==> src/rtl/mul_arbiter_ctrl.sv <==
// mul_arbiter_ctrl
// Two-port round-robin arbiter and sequencer for the shared iterative Booth
// radix-4 multiplication unit. A granted request's operands are latched and
// held for the unit's full iteration. The unit's clock enable is gated, and
// its result is captured and returned on a tagged valid/ready channel.
//
// Ports:
//   clk_i, rst_i          clock, synchronous active-high reset
//   flush_i               discard the pending/in-flight operation
//   reqN_*                port N request: valid/ready, operands a/b, op, tag
//   rsp_*                 response: valid/ready, originating port, tag, data
//   mul_a_o/b_o/op_o      held operands/operation to the unit
//   mul_clk_en_o          unit clock enable (high only while iterating)
//   mul_result_i          unit result

package mul_arbiter_pkg;
  typedef enum logic [1:0] {
    MUL_    = 2'd0,
    MULH_   = 2'd1,
    MULHU_  = 2'd2,
    MULHSU_ = 2'd3
  } mul_ops_e;
endpackage

module mul_arbiter_ctrl
  import mul_arbiter_pkg::*;
#(
  parameter int unsigned XLEN        = 32,
  parameter int unsigned TAG_W       = 5,
  parameter int unsigned MUL_LATENCY = 17
) (
  input  logic             clk_i,
  input  logic             rst_i,
  input  logic             flush_i,

  input  logic             req0_valid_i,
  output logic             req0_ready_o,
  input  logic [XLEN-1:0]  req0_a_i,
  input  logic [XLEN-1:0]  req0_b_i,
  input  mul_ops_e         req0_op_i,
  input  logic [TAG_W-1:0] req0_tag_i,

  input  logic             req1_valid_i,
  output logic             req1_ready_o,
  input  logic [XLEN-1:0]  req1_a_i,
  input  logic [XLEN-1:0]  req1_b_i,
  input  mul_ops_e         req1_op_i,
  input  logic [TAG_W-1:0] req1_tag_i,

  output logic             rsp_valid_o,
  input  logic             rsp_ready_i,
  output logic             rsp_port_o,
  output logic [TAG_W-1:0] rsp_tag_o,
  output logic [XLEN-1:0]  rsp_data_o,

  output logic [XLEN-1:0]  mul_a_o,
  output logic [XLEN-1:0]  mul_b_o,
  output mul_ops_e         mul_op_o,
  output logic             mul_clk_en_o,
  input  logic [XLEN-1:0]  mul_result_i
);

  localparam int unsigned CNT_W = $clog2(MUL_LATENCY + 1);
  localparam logic [CNT_W-1:0] CNT_LAST = CNT_W'(MUL_LATENCY - 1);

  typedef enum logic [2:0] {
    IDLE,
    RUN,
    DRAIN,
    CAPTURE,
    RESP
  } state_e;

  state_e           state_q, state_d;
  logic [CNT_W-1:0] cnt_q;
  logic             last_grant_q;
  logic [XLEN-1:0]  a_q, b_q, data_q;
  mul_ops_e         op_q;
  logic [TAG_W-1:0] tag_q;
  logic             port_q;

  logic             grant_port;
  logic             hs;
  logic             capture;

  // Sole valid port wins; on contention the port that did not win last time.
  always_comb begin
    grant_port = 1'b0;
    if (req0_valid_i && req1_valid_i) begin
      grant_port = ~last_grant_q;
    end else if (req1_valid_i) begin
      grant_port = 1'b1;
    end
  end

  always_comb begin
    state_d      = state_q;
    req0_ready_o = 1'b0;
    req1_ready_o = 1'b0;
    mul_clk_en_o = 1'b0;
    rsp_valid_o  = 1'b0;
    hs           = 1'b0;
    capture      = 1'b0;
    case (state_q)
      IDLE: begin
        if (!flush_i && !rst_i) begin
          req0_ready_o = req0_valid_i & ~grant_port;
          req1_ready_o = req1_valid_i & grant_port;
          hs           = req0_valid_i | req1_valid_i;
          if (hs) state_d = RUN;
        end
      end
      RUN: begin
        mul_clk_en_o = 1'b1;
        if (cnt_q == CNT_LAST) begin
          state_d = flush_i ? IDLE : CAPTURE;
        end else if (flush_i) begin
          state_d = DRAIN;
        end
      end
      // Keep clocking the unit so its step counter wraps back to zero.
      DRAIN: begin
        mul_clk_en_o = 1'b1;
        if (cnt_q == CNT_LAST) state_d = IDLE;
      end
      CAPTURE: begin
        if (flush_i) begin
          state_d = IDLE;
        end else begin
          capture = 1'b1;
          state_d = RESP;
        end
      end
      RESP: begin
        rsp_valid_o = 1'b1;
        if (flush_i || rsp_ready_i) state_d = IDLE;
      end
      default: state_d = IDLE;
    endcase
  end

  always_ff @(posedge clk_i) begin
    if (rst_i) begin
      state_q      <= IDLE;
      cnt_q        <= '0;
      last_grant_q <= 1'b1;
      a_q          <= '0;
      b_q          <= '0;
      op_q         <= MUL_;
      tag_q        <= '0;
      port_q       <= 1'b0;
      data_q       <= '0;
    end else begin
      state_q <= state_d;
      if (hs) begin
        a_q          <= grant_port ? req1_a_i   : req0_a_i;
        b_q          <= grant_port ? req1_b_i   : req0_b_i;
        op_q         <= grant_port ? req1_op_i  : req0_op_i;
        tag_q        <= grant_port ? req1_tag_i : req0_tag_i;
        port_q       <= grant_port;
        last_grant_q <= grant_port;
        cnt_q        <= '0;
      end else if (mul_clk_en_o) begin
        cnt_q <= cnt_q + 1'b1;
      end
      if (capture) data_q <= mul_result_i;
    end
  end

  assign mul_a_o    = a_q;
  assign mul_b_o    = b_q;
  assign mul_op_o   = op_q;
  assign rsp_tag_o  = tag_q;
  assign rsp_port_o = port_q;
  assign rsp_data_o = data_q;

endmodule

==> config.mk <==
export PLATFORM = sky130hd
export DESIGN_NAME = mul_arbiter_ctrl
export DESIGN_NICKNAME = d
export VERILOG_FILES = /design/src/rtl/mul_arbiter_ctrl.sv
export SDC_FILE = /design/constraint.sdc
export NUM_CORES = 1
export LEC_CHECK = 0
export ABC_AREA = 1
export BUFFER_PORTS_ARGS = -buffer_cell sky130_fd_sc_hd__clkbuf_2
export CAP_MARGIN = 20
export CORE_MARGIN = 2
export CORE_UTILIZATION = 30
export CTS_BUF_LIST = sky130_fd_sc_hd__clkbuf_4
export DETAILED_ROUTE_END_ITERATION = 16
export GPL_TIMING_DRIVEN = 0
export HOLD_SLACK_MARGIN = 0.08
export REMOVE_ABC_BUFFERS = 1
export SKIP_LAST_GASP = 1
export SYNTH_ARGS = -nofsm -noshare
export SYNTH_HDL_FRONTEND = slang
export SYNTH_SLANG_ARGS = --single-unit
==> constraint.sdc <==
create_clock -name clk_i -period 1.7 [get_ports clk_i]
set_clock_uncertainty 0.15 [all_clocks]
set_input_delay 0.085 -clock clk_i [delete_from_list [all_inputs] [get_ports clk_i]]
set_output_delay 0.085 -clock clk_i [all_outputs]
set_load 0.02 [all_outputs]
==> flow_summary.yaml, run 1 <==
run_status:
  outcome: "finished with violations"
  failed_checks: "negative setup slack"
drt:
  wl_met2_um: 10320
  wl_um: 20720
  routed.top_layer: "met4"
  drtPass1Iterations: 4
  wl_met1_um: 8183
  dr_wl_met3_um: 1736
  wire_per_inst_um: 15.95
  vias: 6091
  post-route-drc-count: 0
  viasPerCell: 4.689
  antenna_left: 0
  first_iter_violations: 292
clock_network:
  clk_pin_slew_ns: 0.10
  h-tree-depth: 4
  clkSinkCount: 113
  cts.path.max_buffers: 2
  cts_tree: "done"
  cts_inserted_buffers: 17
  root_buffer: "clkbuf_4"
  clock_latency_ns: 0.51
worst_setup_path:
  path_common_cell: "nor2_4"
  required_ns: 1.95
  critPathMaxFanout: 21
  path_cells: "nor2_4, nand2_2, inv_2, nand2_4, inv_12, buf_4, nor2_4, buf_12, clkbuf_16, nand2_1, o21ai_0"
  crit_family: "buffers and inverters"
  critPathLaunchType: "register"
  end_kind: "register"
  cp_num_buf_inv: 5
  cpPeakStageDelay_ns: 0.37
  crit_arrival_ns: 2.00
  slowest_stage: "dfxtp_4"
  worstSetupPathType: "register to register"
placement:
  gp_congestion: 0.7843
  io_buffer_count: 287
  hpwl_um: 10720
synthesis:
  synth-async-reset-ratio: 0
  ys_seq_area_frac: 0.5059
  synth_ff_type: "dfxtp_1"
  yosysWarnings: 0
  ys_types: 22
  synthXorXnorAreaFrac: 0.001959
  ys_top_cells_by_count: "147 x nor2_1, 126 x o21ai_0, 113 x dfxtp_1"
  syn_area_um2: 4472
  netlist_instances: 616
  synth-edff-count: 0
  synthSimpleGateAreaFrac: 0.2219
  synth_compound_area_frac: 0.2071
  syn_area_per_cell_um2: 7.259
  synthAdderAreaFrac: 0.005596
  synth_top_family_by_area: "simple AND/OR/NAND/NOR gates"
  synth_mux_area_frac: 0
  synth_top_area_cell: "dfxtp_1"
  yosysMostFrequentCell: "nor2_1"
  synth_seq_cells: 113
  ys_top_cells_by_area: "dfxtp_1 51%, o21ai_0 14%, nor2_1 12%"
  synth_top_area_frac: 0.5059
power_and_ir_drop:
  fin_total_pwr_w: 0.008582
  p_leak_nw: 4.011
  vdd_drop_max_v: 0.0005135
  power-per-cell-area_nw_per_um2: 992.1
layout:
  multiInputGateArea_um2: 2088
  fill_cells: 1249
  ff_latch_area_um2: 2272
  fin_util: 0.5952
  drive_gt1_frac: 0.3366
  final_nets: 1285
  area_growth_pct: 93.45
timing:
  max_freq_mhz: 570.9
  grt_setup_unrepaired: "yes"
  fin_crit_sh: 1.030
  min_period_ns: 1.752
  final-setup-viol-count: 29
  drv_slew: 0
  layout_setup_ws_ns: -0.05176
  worst_pin_slew_ns: 1.006
  hold_violations: 0
  slew_headroom: 0.3291
grt:
  gr-usage-all-layers: 0.2494
  grt_pass1_wl_um: 31190
  grt_pass1_vias: 6163
  grt_overflow_total: 0
  grt_antenna_before_repair: 1
  grt_max_degree: 48
floorplanning:
  core_um2: 14530
  pin_count: 288
  die_x_um: 126.1
  die_y_um: 126.1
  rows: 44
  start_util: 0.3077
  fp.dieArea_um2: 15900
min_path:
  hp-class: "primary input to register"
flow_run:
  drv_cap: 0
## where the power goes
group,total (W),internal [W],switching (W)
clock network,0.00187,0.000874,0.00100
logic,0.00336,0.00143,0.00193
registers,0.00334,0.00310,0.000249
total,0.00858,0.00540,0.00318
## timing repair
action,CTS,global route
resized for setup,42,18
pin swaps,10,4
cloned,6,3
hold buffers,181,1
hold endpoints to repair,113,2
setup endpoints to repair,114,104
setup buffers,21,5
## kinds of logic (layout without fill, tap and decap cells)
logic type | count (synthesis) | count (layout)
AND/OR/NAND/NOR | 256 | 260
AO/OA/AOI/OAI | 185 | 185
flip-flops | 113 | 113
buffers and inverters | 59 | 553
adder cells (fa/ha/maj) | 2 | 2
XOR/XNOR | 1 | 1
other | 0 | 1
## area by class of cell
| type | count | area share |
|---|---|---|
| inverter | 21 | 0.01345 |
| multi-input combinational | 448 | 0.2414 |
| tap | 184 | 0.02661 |
| clock inverter | 10 | 0.01099 |
| sequential | 113 | 0.2627 |
| timing repair inverter | 3 | 0.003760 |
| clock buffer | 20 | 0.01736 |
| antenna | 1 | 0.0002893 |
| timing repair buffer | 499 | 0.4235 |
## cells in the final DEF (no fill, tap or decap), types with 2 or more instances in the layout
cell type,n
clkinvlp_4,3
nand3_2,2
dfxtp_2,2
nor2_4,5
nand2_4,4
nor2_1,144
nand4_1,3
a21oi_1,7
clkbuf_2,283
o21ai_0,126
inv_1,12
nand2_8,2
ha_1,2
clkbuf_16,2
bufinv_16,2
clkbuf_4,20
buf_4,17
nand2_1,88
nand3_1,6
clkinv_1,6
o21ai_1,52
inv_2,5
dfxtp_4,2
dfxtp_1,109
buf_12,8
dlygate4sd3_1,181
buf_6,5
nand2_2,3
## path summary, 6_finish.rpt
path                           start  slack [ns]                  endpoint  cells after the start
max          state_q[1]$_SDFFE_PP0P_       -0.05  mul_b_o[22]$_SDFFE_PP0P_                     11
min                          flush_i        0.07   state_q[0]$_SDFFE_PP0P_                      6
max reg2reg  state_q[1]$_SDFFE_PP0P_       -0.05  mul_b_o[22]$_SDFFE_PP0P_                     11
min reg2reg  rsp_port_o$_SDFFE_PP0P_        0.30   rsp_port_o$_SDFFE_PP0P_                      2
## worst reg2reg max path: cells and delay by family, from the launching register on
family | cells | cell delay, ns
buffers and inverters | 5 | 0.65
and+or+nand+nor | 5 | 0.40
DFF | 1 | 0.37
AOI/OAI and AO/OA | 1 | 0.07
## stage by stage
step	TNS [ns]	cells	worst slack (ns)	hold slack, ns	instance area, µm²
after global placement	-322.11	1049	-3.886	0.1841	5962
after CTS	-0.2841	1289	-0.08850	-0.1694	8473
after detailed placement	-98.24	1051	-1.187	0.1898	6010
after floorplan	-123.33	578	-1.486	0.004066	4295
after global routing	-4.973	1299	-0.1332	0.07538	8651
final	-0.6209	1299	-0.05176	0.06973	8651
## registers in the layout, summed over array words and instances (netlist names)
register      flops
mul_a_o          32
mul_b_o          32
rsp_data_o       32
cnt_q             5
rsp_tag_o         5
state_q           3
mul_op_o          2
last_grant_q      1
rsp_port_o        1
## metal layers
metal  vias up  GRT usage
li1       2999          -
met1      2750     0.2717
met3        39    0.08794
met5         -          0
met2       303     0.4418
met4         0    0.09955
Note: power is estimated with default switching activity, not from simulation.
==> inputs of run 2 (changes only) <==
--- a/config.mk
+++ b/config.mk
@@ -19,3 +19,4 @@
 export SYNTH_ARGS = -nofsm -noshare
 export SYNTH_HDL_FRONTEND = slang
 export SYNTH_SLANG_ARGS = --single-unit
+export TNS_END_PERCENT = 20
==> run 2 against run 1 <==
Compared with the run above:
- the flow still finishes with violations (negative setup slack)
- non-clock buffer count shrank 7
- cell count shrank 0.62%
- die area is the same
- utilization shrank 0.79 points
- sequential share of layout area grew 0.35 points
- clock power is essentially flat
- cell area shrank 1.3%
- flip-flop and latch count is the same
- sequential power is essentially flat
- largest power group is now registers
==> flow_summary.yaml, run 2 (same netlist as run 1, synthesis figures left out) <==
run_status:
  outcome: "finished with violations"
  failed_checks: "negative setup slack"
grt:
  globalRouteMet2Util: 0.4352
  grt_antenna_before_repair: 1
  grt_max_degree: 48
  grt_pass1_vias: 6037
  grtUsageMet1: 0.2701
  use_met3: 0.08709
  grt_overflow_total: 0
  busiest_layer: "met2"
  gr-usage-all-layers: 0.2465
  grt_pass1_wl_um: 30790
worst_setup_path:
  r2r_cells: 7
  worstSetupPathType: "register to output port"
  path_common_cell: "inv_2"
  path_depth: 8
  crit_arrival_ns: 1.47
  slowest_stage: "dfxtp_2"
  end_kind: "output port"
  critPathLaunchType: "register"
  required_ns: 1.46
  critPathMaxFanout: 3
  crit_family: "flip-flops"
  cpPeakStageDelay_ns: 0.35
  path_cells: "nor2_4, nand2_2, inv_2, nand2_4, inv_12, nand2_8, inv_2, buf_6"
  cp_num_buf_inv: 4
drt:
  viasPerCell: 4.628
  drtPass1Iterations: 5
  wl_um: 20440
  post-route-drc-count: 0
  antenna_left: 0
  first_iter_violations: 246
  vias: 5975
  wire_per_inst_um: 15.83
floorplanning:
  start_util: 0.3077
  die_x_um: 126.1
  die_y_um: 126.1
  core_um2: 14530
  rows: 44
  fp.dieArea_um2: 15900
  pin_count: 288
placement:
  io_buffer_count: 287
  gp_congestion: 0.7843
  pre_cts_ws_ns: -1.187
  hpwl_um: 10720
timing:
  final-setup-viol-count: 2
  fin_tns_setup_ns: -0.005916
  worst_pin_slew_ns: 0.9871
  hold_violations: 0
  grt_setup_unrepaired: "yes"
  fin_crit_sh: 1.003
  hold_ws_ns: 0.01160
  layout_setup_ws_ns: -0.005892
  slew_headroom: 0.3398
  min_period_ns: 1.706
  drv_slew: 0
  max_freq_mhz: 586.2
clock_network:
  root_buffer: "clkbuf_4"
  cts_tree: "done"
  clk_pin_slew_ns: 0.10
  cts_inserted_buffers: 17
  clkSinkCount: 113
  clock_latency_ns: 0.51
  h-tree-depth: 4
  cts.path.max_buffers: 2
flow_run:
  drv_cap: 0
power_and_ir_drop:
  p_leak_nw: 3.968
  vdd_drop_max_v: 0.0005122
  power-per-cell-area_nw_per_um2: 983.7
layout:
  fill_cells: 1271
  final_common_cell: "clkbuf_2"
  area_growth_pct: 90.88
  layout_common_cells: "284 x clkbuf_2, 181 x dlygate4sd3_1, 145 x nor2_1, 125 x o21ai_0, 109 x dfxtp_1"
  drive_gt1_frac: 0.3282
  final_nets: 1277
min_path:
  hold_depth: 8
  hp-class: "primary input to register"
[run 2: cell count changes in the layout (fill, tap and decap cells not counted), sizes merged]
cell    before  now
buf         31   24
clkinv       9    8
inv         20   21
nand3        9    8
[run 2: repair_timing]
action / in CTS / in global routing
gates resized for setup: 24 / 24
endpoints found under the setup margin: 114 / 92
hold buffers: 181 / 1
pin swaps: 4 / 7
buffers inserted: 11 / 7
gates cloned: 6 / 3
hold endpoints to repair: 113 / 24
[run 2: path summary, 6_finish.rpt]
| check | start | end | slack, ns |
|---|---|---|---|
| worst max-delay path | state_q[0]$_SDFFE_PP0P_ | req1_ready_o | -0.006 |
| worst min-delay path | rst_i | last_grant_q$_SDFFE_PP1P_ | 0.01 |
| worst max register to register | state_q[0]$_SDFFE_PP0P_ | rsp_data_o[26]$_SDFFE_PP0P_ | 0.03 |
| worst min register to register | rsp_port_o$_SDFFE_PP0P_ | rsp_port_o$_SDFFE_PP0P_ | 0.30 |
[run 2: final cells by class]
cell class	instances	area [µm²]	area share
diodes	1	2.502	0.0002932
clock buffers	20	150.1	0.01759
clock inverters	10	95.09	0.01114
inverters	21	111.4	0.01305
multi-input cells	447	2071	0.2426
flip-flops and latches	113	2272	0.2662
well taps	184	230.2	0.02697
repair buffers	492	3571	0.4184
repair inverters	3	32.53	0.003811
[run 2: metrics by stage]
| stage | utilization | total power (W) | instances | area [µm²] |
|---|---|---|---|---|
| global route | 0.5873 | 0.008933 | 1291 | 8536 |
| finish | 0.5873 | 0.008396 | 1291 | 8536 |
| global placement | 0.4102 | 0.005671 | 1049 | 5962 |
| detailed placement | 0.4135 | 0.005708 | 1051 | 6010 |
| CTS | 0.5718 | 0.008206 | 1279 | 8310 |
| floorplan | - | 0.004750 | 578 | 4295 |
[run 2: worst min-delay path, cell delays in order]
cell      delay [ns]
clkbuf_2        0.11
inv_2           0.04
nand2_1         0.09
nor2_2          0.06
nand2_4         0.10
inv_12          0.05
nand2_8         0.05
nand3_1         0.05
[run 2: report_power, final]
| part | total (W) | internal (W) | switching [W] |
|---|---|---|---|
| combinational | 0.00318 | 0.00131 | 0.00187 |
| sequential | 0.00335 | 0.00310 | 0.000249 |
| clock | 0.00187 | 0.000874 | 0.000999 |
[run 2: metal layers]
layer  wire length [µm]  up-vias
met5                  0        -
met4                507        0
met3               1757       42
met2              10120      292
met1               8046     2663
li1                   -     2978
